--- src/rtl/shift_add_multiplier_if.sv ---
// rtl/shift_add_multiplier_if.sv - request/result bundle between the ALU select logic and the multiplier
interface shift_add_multiplier_if #(
  parameter int WIDTH = 32
);
  logic                 start;
  logic [WIDTH-1:0]     multiplicand;
  logic [WIDTH-1:0]     multiplier;
  logic                 busy;
  logic                 done;
  logic [2*WIDTH-1:0]   product;

  modport master (
    output start, multiplicand, multiplier,
    input  busy, done, product
  );

  modport slave (
    input  start, multiplicand, multiplier,
    output busy, done, product
  );
endinterface

--- src/rtl/shift_add_multiplier.sv ---
// rtl/shift_add_multiplier.sv - radix-2 shift-and-add unsigned multiplier with its accumulate adder
module adder #(
  parameter int WIDTH = 32
) (
  input  logic [WIDTH-1:0] a,
  input  logic [WIDTH-1:0] b,
  input  logic             c_in,
  output logic [WIDTH-1:0] sum,
  output logic             c_out
);
  assign {c_out, sum} = {1'b0, a} + {1'b0, b} + (WIDTH+1)'(c_in);
endmodule

module shift_add_multiplier #(
  parameter int WIDTH = 32,
  parameter int CNT_W = 6
) (
  input  logic                  clk,
  input  logic                  rst_n,
  shift_add_multiplier_if.slave sif
);
  typedef enum logic [1:0] {ST_IDLE, ST_RUN, ST_DONE} state_t;

  state_t               state_q, state_d;
  logic [CNT_W-1:0]     counter_q, counter_d;
  logic [WIDTH-1:0]     mcand_q, mcand_d;
  logic [2*WIDTH:0]     acc_q, acc_d;
  logic [2*WIDTH-1:0]   product_q, product_d;
  logic                 busy_q, busy_d;
  logic                 done_q, done_d;

  logic [WIDTH-1:0]     acc_hi;
  logic [WIDTH-1:0]     add_sum;
  logic                 add_c;
  logic                 step_c;
  logic [WIDTH-1:0]     step_hi;
  logic [2*WIDTH:0]     acc_step;
  logic                 carry_slot_unused;

  assign acc_hi = acc_q[2*WIDTH-1:WIDTH];
  // The top slot only ever holds a carry for one combinational step; after the shift it is always zero.
  assign carry_slot_unused = acc_q[2*WIDTH];

  adder #(.WIDTH(WIDTH)) u_adder (
    .a     (acc_hi),
    .b     (mcand_q),
    .c_in  (1'b0),
    .sum   (add_sum),
    .c_out (add_c)
  );

  always_comb begin
    step_c   = acc_q[0] ? add_c   : 1'b0;
    step_hi  = acc_q[0] ? add_sum : acc_hi;
    acc_step = {step_c, step_hi, acc_q[WIDTH-1:0]} >> 1;

    state_d   = state_q;
    counter_d = counter_q;
    mcand_d   = mcand_q;
    acc_d     = acc_q;
    product_d = product_q;

    case (state_q)
      ST_IDLE, ST_DONE: begin
        if (sif.start == 1'b1) begin
          state_d   = ST_RUN;
          mcand_d   = sif.multiplicand;
          acc_d     = {1'b0, {WIDTH{1'b0}}, sif.multiplier};
          counter_d = '0;
        end else begin
          state_d = ST_IDLE;
        end
      end
      ST_RUN: begin
        acc_d     = acc_step;
        counter_d = counter_q + 1'b1;
        if (counter_q == CNT_W'(WIDTH-1)) begin
          state_d   = ST_DONE;
          product_d = acc_step[2*WIDTH-1:0];
        end
      end
      default: state_d = ST_IDLE;
    endcase

    busy_d = (state_d == ST_RUN);
    done_d = (state_d == ST_DONE);
  end

  always_ff @(posedge clk or negedge rst_n) begin
    if (!rst_n) begin
      state_q   <= ST_IDLE;
      counter_q <= '0;
      mcand_q   <= '0;
      acc_q     <= '0;
      product_q <= '0;
      busy_q    <= 1'b0;
      done_q    <= 1'b0;
    end else begin
      state_q   <= state_d;
      counter_q <= counter_d;
      mcand_q   <= mcand_d;
      acc_q     <= acc_d;
      product_q <= product_d;
      busy_q    <= busy_d;
      done_q    <= done_d;
    end
  end

  assign sif.busy    = busy_q;
  assign sif.done    = done_q;
  assign sif.product = product_q;

  a_start_known_idle: assert property (
    @(posedge clk) disable iff (!rst_n)
    (state_q == ST_IDLE) |-> !$isunknown(sif.start)
  );
endmodule

--- src/flat_wrapper.sv ---
// flat-port wrapper written by rule: the top's interface ports become plain ports
module shift_add_multiplier_flat 
#(
  parameter int WIDTH = 32,
  parameter int CNT_W = 6
)
  (clk, rst_n, sif_start, sif_multiplicand, sif_multiplier, sif_busy, sif_done, sif_product);
  shift_add_multiplier_if #(.WIDTH(WIDTH)) sif_i ();
  input  logic clk;
  input  logic rst_n;
  input wire logic [$bits(sif_i.start)-1:0] sif_start;
  input wire logic [$bits(sif_i.multiplicand)-1:0] sif_multiplicand;
  input wire logic [$bits(sif_i.multiplier)-1:0] sif_multiplier;
  output wire logic [$bits(sif_i.busy)-1:0] sif_busy;
  output wire logic [$bits(sif_i.done)-1:0] sif_done;
  output wire logic [$bits(sif_i.product)-1:0] sif_product;
  assign sif_i.start = sif_start;
  assign sif_i.multiplicand = sif_multiplicand;
  assign sif_i.multiplier = sif_multiplier;
  assign sif_busy = sif_i.busy;
  assign sif_done = sif_i.done;
  assign sif_product = sif_i.product;
  shift_add_multiplier #(.WIDTH(WIDTH), .CNT_W(CNT_W)) u_core (.clk(clk), .rst_n(rst_n), .sif(sif_i));
endmodule
--- config.mk ---
export PLATFORM = sky130hd
export DESIGN_NAME = shift_add_multiplier_flat
export DESIGN_NICKNAME = d
export VERILOG_FILES = /design/src/rtl/shift_add_multiplier_if.sv /design/src/rtl/shift_add_multiplier.sv /design/src/flat_wrapper.sv
export SDC_FILE = /design/constraint.sdc
export NUM_CORES = 1
export LEC_CHECK = 0
export BUFFER_PORTS_ARGS = -buffer_cell sky130_fd_sc_hd__buf_2
export CAP_MARGIN = 40
export CELL_PAD_IN_SITES_DETAIL_PLACEMENT = 1
export CELL_PAD_IN_SITES_GLOBAL_PLACEMENT = 1
export CORE_MARGIN = 3
export CORE_UTILIZATION = 45
export DETAILED_ROUTE_END_ITERATION = 16
export MAX_ROUTING_LAYER = met4
export PLACE_DENSITY = 0.85
export SLEW_MARGIN = 0
export SYNTH_ARGS = -nofsm -noshare
export SYNTH_HDL_FRONTEND = slang
export SYNTH_HIERARCHICAL = 1
export SYNTH_SLANG_ARGS = --single-unit
--- constraint.sdc ---
create_clock -name clk -period 4.55 [get_ports clk]
set_input_delay 0.2275 -clock clk [delete_from_list [all_inputs] [get_ports clk]]
set_output_delay 0.2275 -clock clk [all_outputs]
set_load 0.01 [all_outputs]
# ---- Word level (Yosys, flattened, before mapping)
# Cells that the tools add are included.
dict set report classes {
  n_eq_ne 6
  n_mux 9
  add_sub_neg 2
  reduce_logical 6
}
# op count
set ops {}
lappend ops {{64-bit one-hot mux with 2 select lines} 1}
lappend ops {{64-bit 2-to-1 mux} 1}
lappend ops {{32-bit by 32-bit adder with 33-bit output} 1}
lappend ops {{32-bit 2-to-1 mux} 1}
lappend ops {{6-bit one-hot mux with 2 select lines} 1}
lappend ops {{6-bit by 1-bit adder with 6-bit output (second input constant)} 1}
lappend ops {{6-bit by 5-bit equality test with 1-bit output (second input constant)} 1}
lappend ops {{6-bit 2-to-1 mux} 1}
lappend ops {{2-bit AND reduction} 3}
lappend ops {{2-bit by 1-bit equality test with 1-bit output (second input constant)} 2}
lappend ops {{2-bit equality test (second input constant)} 2}
lappend ops {{2-bit one-hot mux with 2 select lines} 1}
lappend ops {{2-bit zero test} 1}
lappend ops {{1-bit 2-to-1 mux} 2}
lappend ops {{2-bit 2-to-1 mux} 1}
lappend ops {{2-bit inequality test (second input constant)} 1}
lappend ops {{2-bit nonzero test} 1}
lappend ops {{2-bit OR reduction} 1}
dict set report word_totals {
  regBits 170
  out_inout_bits 66
  elab_cells 30
  inputBits 67
}

# ---- Depth between registers and ports, before layout
dict set report logic_depth {
  depth_word 4
  depth_mapped 11
  depth_no_buf 11
}

# ---- By module
# The synthesis kept the hierarchy.
# mod area_per_inst_um2 seq_area_each_um2 instances cells_per_inst
set modules_own_cells {}
lappend modules_own_cells {shift_add_multiplier 6956.7 4254.1 1 592}
lappend modules_own_cells {adder 1750.4 0.0 1 244}

# ---- Worst setup path after synthesis
# No wires, ideal clock.
dict set report synth_path {
  kind {reg2reg}
  start {register u_core.acc_q[32]}
  end {register u_core.product_q[61], in the netlist u_core/sif.product[61]}
  n_path_buf 0
  t_arrival_ps 3004
  stages_incl_launch_ff 12
  required_ps 4421
  path_slack_ps 1416
  setup_time_ps 129
  period_less_slack_ps 3134
  path_cell_list {dfrtp_1 -> fa_1 -> fa_1 -> a21o_1 -> a221oi_1 -> o21a_1 -> a21oi_1 -> a21oi_1 -> o221ai_1 -> xor2_1 -> mux2i_1 -> mux2i_1}
}
dict set report synth_between {
  elab_chain_cells 2
}
# element line
set synth_lines {}
lappend synth_lines {{start: declaration} shift_add_multiplier.sv:27} ;# logic [2*WIDTH:0] acc_q, acc_d;
lappend synth_lines {{start signal: assignment} shift_add_multiplier.sv:94} ;# acc_q <= '0;
lappend synth_lines {{start signal: assignment} shift_add_multiplier.sv:102} ;# acc_q <= acc_d;
lappend synth_lines {{32-bit by 32-bit adder with 33-bit output} shift_add_multiplier.sv:11} ;# assign {c_out, sum} = {1'b0, a} + {1'b0, b} + (WIDTH+1)'(c_in);
lappend synth_lines {{net u_core.add_sum[30]} shift_add_multiplier.sv:33} ;# logic [WIDTH-1:0] add_sum;
lappend synth_lines {{32-bit 2-to-1 mux} shift_add_multiplier.sv:54} ;# step_hi = acc_q[0] ? add_sum : acc_hi;
lappend synth_lines {{end signal: assignment} shift_add_multiplier.sv:103} ;# product_q <= product_d;
lappend synth_lines {{end: declaration} shift_add_multiplier.sv:28} ;# logic [2*WIDTH-1:0] product_q, product_d;
# The timed path passes the listed nets, and every way through them passes these cells.
# A chain may end at the register's enable or synchronous reset.

# ---- Worst setup path after layout
dict set report layout_path {
  start {register u_core.acc_q[32]}
  end {register u_core.acc_q[61]}
}
dict set report layout_between {
  elab_chain_cells 3
}
# element line
set layout_lines {}
lappend layout_lines {{32-bit by 32-bit adder with 33-bit output} shift_add_multiplier.sv:11}
lappend layout_lines {{net u_core.add_sum[30]} shift_add_multiplier.sv:33}
lappend layout_lines {{32-bit 2-to-1 mux} shift_add_multiplier.sv:54}
lappend layout_lines {{64-bit one-hot mux with 2 select lines} shift_add_multiplier.sv:63} ;# case (state_q)
# The timed path passes the listed nets, and every way through them passes these cells.

==> impl_metrics.prom <==
# TYPE chip_impl_metric gauge
chip_impl_info{name="result_of_the_run",value="finished clean"} 1
chip_impl_metric{name="power_per_cell_area",unit="nW/um^2"} 536.3
chip_impl_info{name="ys.flop_type",value="sky130_fd_sc_hd__dfrtp_1"} 1
chip_impl_metric{name="synth_sequential_area_ratio",unit="%"} 48.86
chip_impl_metric{name="worstSkewPairLatency",unit="ns"} 0.44
chip_impl_info{name="cp-end-kind",value="flip-flop"} 1
chip_impl_metric{name="final_critical_path_setup_slack",unit="ns"} 0.7960
chip_impl_metric{name="drive_above_1_share",unit="%"} 20.20
chip_impl_metric{name="fin_setup_tns",unit="ns"} 0
chip_impl_metric{name="synthesis_to_layout_area_growth",unit="%"} 20.89
chip_impl_metric{name="postLayoutCellArea",unit="um^2"} 10530
chip_impl_metric{name="max-cap-violations",unit=""} 0
chip_impl_metric{name="yosys.area_share.simple",unit="%"} 11.88
chip_impl_metric{name="period_minus_slack",unit="ns"} 3.754
chip_impl_metric{name="clock_skew",unit="ns"} 0.01724
chip_impl_metric{name="largest_incremental_delay_on_the_critical_path",unit="ns"} 0.57
chip_impl_metric{name="slew_headroom",unit="%"} 42.43
chip_impl_metric{name="place_worst_setup_slack",unit="ns"} 0.8598
chip_impl_metric{name="num_vias",unit=""} 7039
chip_impl_metric{name="worst-slew-pin-transition",unit="ns"} 0.8635
chip_impl_metric{name="crit_required",unit="ns"} 4.83
chip_impl_metric{name="cp.buffers_inverters",unit=""} 0
chip_impl_metric{name="synth-xor-area-share",unit="%"} 3.118
chip_impl_metric{name="max-vdd-ir-drop",unit="V"} 0.0002994
chip_impl_metric{name="leakage_dissipation",unit="nW"} 5.211
chip_impl_info{name="startpoint_type",value="flip-flop"} 1
chip_impl_info{name="tritoncts",value="yes"} 1
chip_impl_info{name="min_path_type",value="primary input to flip-flop"} 1
chip_impl_metric{name="timing.critical_path.arrival",unit="ns"} 4.03
chip_impl_metric{name="worst-path-max-fanout",unit=""} 4
chip_impl_metric{name="ctsResizeCount",unit=""} 0
chip_impl_metric{name="remaining_drc_errors",unit=""} 0
chip_impl_metric{name="synth-seq-cells",unit=""} 170
chip_impl_metric{name="synth_adder_area_share",unit="%"} 5.058
chip_impl_info{name="dominant_combinational_cell_family_by_area_after_synthesis",value="compound AO/OA/AOI/OAI gates"} 1
chip_impl_info{name="timing.critical_path.max_delay_family",value="compound AO/OA/AOI/OAI gates"} 1
chip_impl_metric{name="global_route.overflow_total",unit=""} 0
chip_impl_metric{name="finalMaxSlewViolations",unit=""} 0
chip_impl_metric{name="hold_viol",unit=""} 0
chip_impl_metric{name="synthesis.nets",unit=""} 937
chip_impl_metric{name="placement_rows",unit=""} 50
chip_impl_metric{name="path_clk_slew",unit="ns"} 0.07
chip_impl_metric{name="h-tree-depth",unit=""} 4
chip_impl_metric{name="viasPerCell",unit=""} 5.595
chip_impl_metric{name="grt_pass1_vias",unit=""} 7798
chip_impl_metric{name="async_reset_ff_share",unit="%"} 100.0
chip_impl_metric{name="floorplan.core_area",unit="um^2"} 18830
chip_impl_metric{name="clock_tree.buffer_depth",unit=""} 2
chip_impl_metric{name="die_w",unit="um"} 145.1
chip_impl_metric{name="final.period_utilization",unit="%"} 82.51
chip_impl_metric{name="cts_hold_buffers",unit=""} 37
chip_impl_metric{name="max_freq",unit="MHz"} 266.4
chip_impl_info{name="rsz0062_at_grt",value="no"} 1
chip_impl_metric{name="total_die_area",unit="um^2"} 21050
chip_impl_metric{name="synthesis.instances",unit=""} 836
chip_impl_metric{name="yosys.cell_types.count",unit=""} 61
chip_impl_info{name="worstSetupPathType",value="flip-flop to flip-flop"} 1
chip_impl_metric{name="wl_per_cell",unit="um"} 19.93
chip_impl_metric{name="synth_compound_gate_area_share",unit="%"} 14.27
chip_impl_metric{name="gpl.final_weighted_congestion",unit=""} 0.8673
chip_impl_info{name="worst_path_cell_chain",value="fa_1, fa_1, a21o_1, a221oi_1, o21a_1, a21oi_1, a21oi_1, o221ai_1, xor2_1, mux2i_1, o2bb2ai_1"} 1
chip_impl_metric{name="synth-edff-count",unit=""} 0
chip_impl_metric{name="track_usage",unit="%"} 25.14
chip_impl_metric{name="post_dp_cell_area",unit="um^2"} 9554
chip_impl_metric{name="final.fill_count",unit=""} 2065
chip_impl_metric{name="numPortBuffers",unit=""} 132
chip_impl_metric{name="yosys_warnings",unit=""} 6
chip_impl_metric{name="post_route_antenna_net_violation_count",unit=""} 0
chip_impl_metric{name="initial_antenna_violation_count",unit=""} 2
chip_impl_info{name="root_buffer",value="sky130_fd_sc_hd__clkbuf_16"} 1
chip_impl_metric{name="post-cts-setup-buffer-count",unit=""} 0
chip_impl_metric{name="global_route_wire_length_before_repair",unit="um"} 42000
chip_impl_metric{name="design_power_total",unit="mW"} 5.645
chip_impl_metric{name="pin_count_of_the_biggest_net_entering_global_routing",unit=""} 87
chip_impl_metric{name="hold_slack",unit="ns"} 0.01566
chip_impl_metric{name="cts_buffers",unit=""} 17
chip_impl_metric{name="hpwlAfterDp",unit="um"} 15980
chip_impl_metric{name="final_nets",unit=""} 1083
chip_impl_metric{name="netlist_area",unit="um^2"} 8707
chip_impl_metric{name="synth_mux_area_share",unit="%"} 11.84
chip_impl_metric{name="floorplan.initialDensity",unit="%"} 46.24
chip_impl_metric{name="ioPinCount",unit=""} 133
chip_impl_info{name="critical-path-slowest-cell",value="sky130_fd_sc_hd__a221oi_1"} 1
chip_impl_metric{name="wire_length_reported_by_the_detailed_router",unit="um"} 25080
chip_impl_metric{name="initialDrtViolationCount",unit=""} 395
chip_impl_metric{name="timing.final.setup_violations",unit=""} 0
chip_impl_metric{name="firstDrtPassIters",unit=""} 5
chip_impl_metric{name="avg_synthesized_cell_area",unit="um^2"} 10.42
chip_impl_metric{name="cts.sinks",unit=""} 170
chip_impl_metric{name="dieHeight",unit="um"} 145.1
layout by cell type (no fill, tap or decap), drive strengths merged, types with 5 or more instances in the layout:
cell         count
nand4            6
inv             46
nor2            15
dlygate4sd3     37
a21oi           36
clkbuf          21
mux2            32
o211ai           7
nand2          149
xor2            15
nand3           41
xnor2           16
a21o            18
o2bb2ai         32
nor3             5
o21bai           5
dfrtp          170
ha              32
buf            142
a22oi           32
mux2i           67
o21ai           13
cells by family after synthesis:
group	after synthesis
simple gates	234
fa+ha+maj	34
compound gates	174
mux	99
other cells	1
xor+xnor	31
buf+inv	93
flops	170
power breakdown:
group	internal (mW)	switching, mW
logic	0.861	1.15
clock network	0.849	0.646
registers	1.82	0.312
worst reg2reg max path, stage by stage (launching register included):
cell	delay (ns)
sky130_fd_sc_hd__dfrtp_1	0.41
sky130_fd_sc_hd__fa_1	0.48
sky130_fd_sc_hd__fa_1	0.43
sky130_fd_sc_hd__a21o_1	0.22
sky130_fd_sc_hd__a221oi_1	0.58
sky130_fd_sc_hd__o21a_1	0.26
sky130_fd_sc_hd__a21oi_1	0.15
sky130_fd_sc_hd__a21oi_1	0.38
sky130_fd_sc_hd__o221ai_1	0.22
sky130_fd_sc_hd__xor2_1	0.18
sky130_fd_sc_hd__mux2i_1	0.20
sky130_fd_sc_hd__o2bb2ai_1	0.11
per-layer routing:
metal	routed length [um]	track usage, %	up-vias
met3	1348	6.621	39
li1	-	-	3252
met4	544	7.645	0
met2	12670	41.92	165
met1	10520	30.14	3583
met5	0	-	-
worst paths after layout:
| check | start | end | slack (ns) | cells past startpoint |
|---|---|---|---|---|
| max | u_core/acc_q[32] | u_core/acc_q[61] | 0.80 | 11 |
| min | sif_multiplier[5] | u_core/acc_q[5] | 0.02 | 3 |
| max reg2reg | u_core/acc_q[32] | u_core/acc_q[61] | 0.80 | 11 |
| min reg2reg | u_core/sif.product[21] | u_core/sif.product[21] | 0.49 | 1 |
| max in group asynchronous | rst_n | u_core/sif.product[26] | 3.18 | 3 |
| min in group asynchronous | rst_n | u_core/mcand_q[23] | 0.43 | 2 |
cell type report:
class | instances | area [um^2] | area share, %
timing repair buffer | 179 | 1145 | 10.88
sequential | 170 | 4255 | 40.43
multi-input combinational | 573 | 4045 | 38.43
inverter | 41 | 153.9 | 1.462
tap | 260 | 325.3 | 3.090
clock inverter | 11 | 133.9 | 1.272
antenna | 3 | 7.507 | 0.07132
clock buffer | 21 | 460.4 | 4.374
synth_stat cells (all sizes together) (2+ instances only):
master	number	share of area, %
nor3	5	0.34
o2bb2ai	32	3.2
buf	31	2.3
o21bai	5	0.43
a21o	18	1.6
a22oi	32	2.8
o211ai	7	0.60
a22o	2	0.20
nand2	149	6.5
o41ai	2	0.20
xnor2	16	1.6
dfrtp	170	49
nand4	6	0.43
a211oi	3	0.26
nor2b	4	0.29
nor2	15	0.68
mux2i	67	7.7
a311oi	3	0.30
o31a	2	0.20
a31oi	4	0.29
inv	41	1.8
clkbuf	21	0.91
o31ai	4	0.34
o21a	3	0.26
o311ai	2	0.20
xor2	15	1.5
nand3	41	2.4
and3	3	0.22
ha	32	4.6
a21oi	36	2.1
mux2	32	4.1
nand2b	4	0.29
fa	2	0.46
o21ai	13	0.75
state kept, by name, indices dropped and copies added (netlist names):
name and count:
u_core/mcand_q 32, u_core/sif.busy 1, u_core/sif.done 1, u_core/counter_q 6
u_core/state_q 2, u_core/sif.product 64, u_core/acc_q 64
metrics by stage:
step	std cells	util, %
3_3_place_gp	1184	50.55
4_1_cts	1255	55.86
5_1_grt	1257	55.89
2_1_floorplan	836	-
3_5_place_dp	1186	50.74
6_report	1258	55.90
No activity file was read; power rests on OpenSTA's default activity.
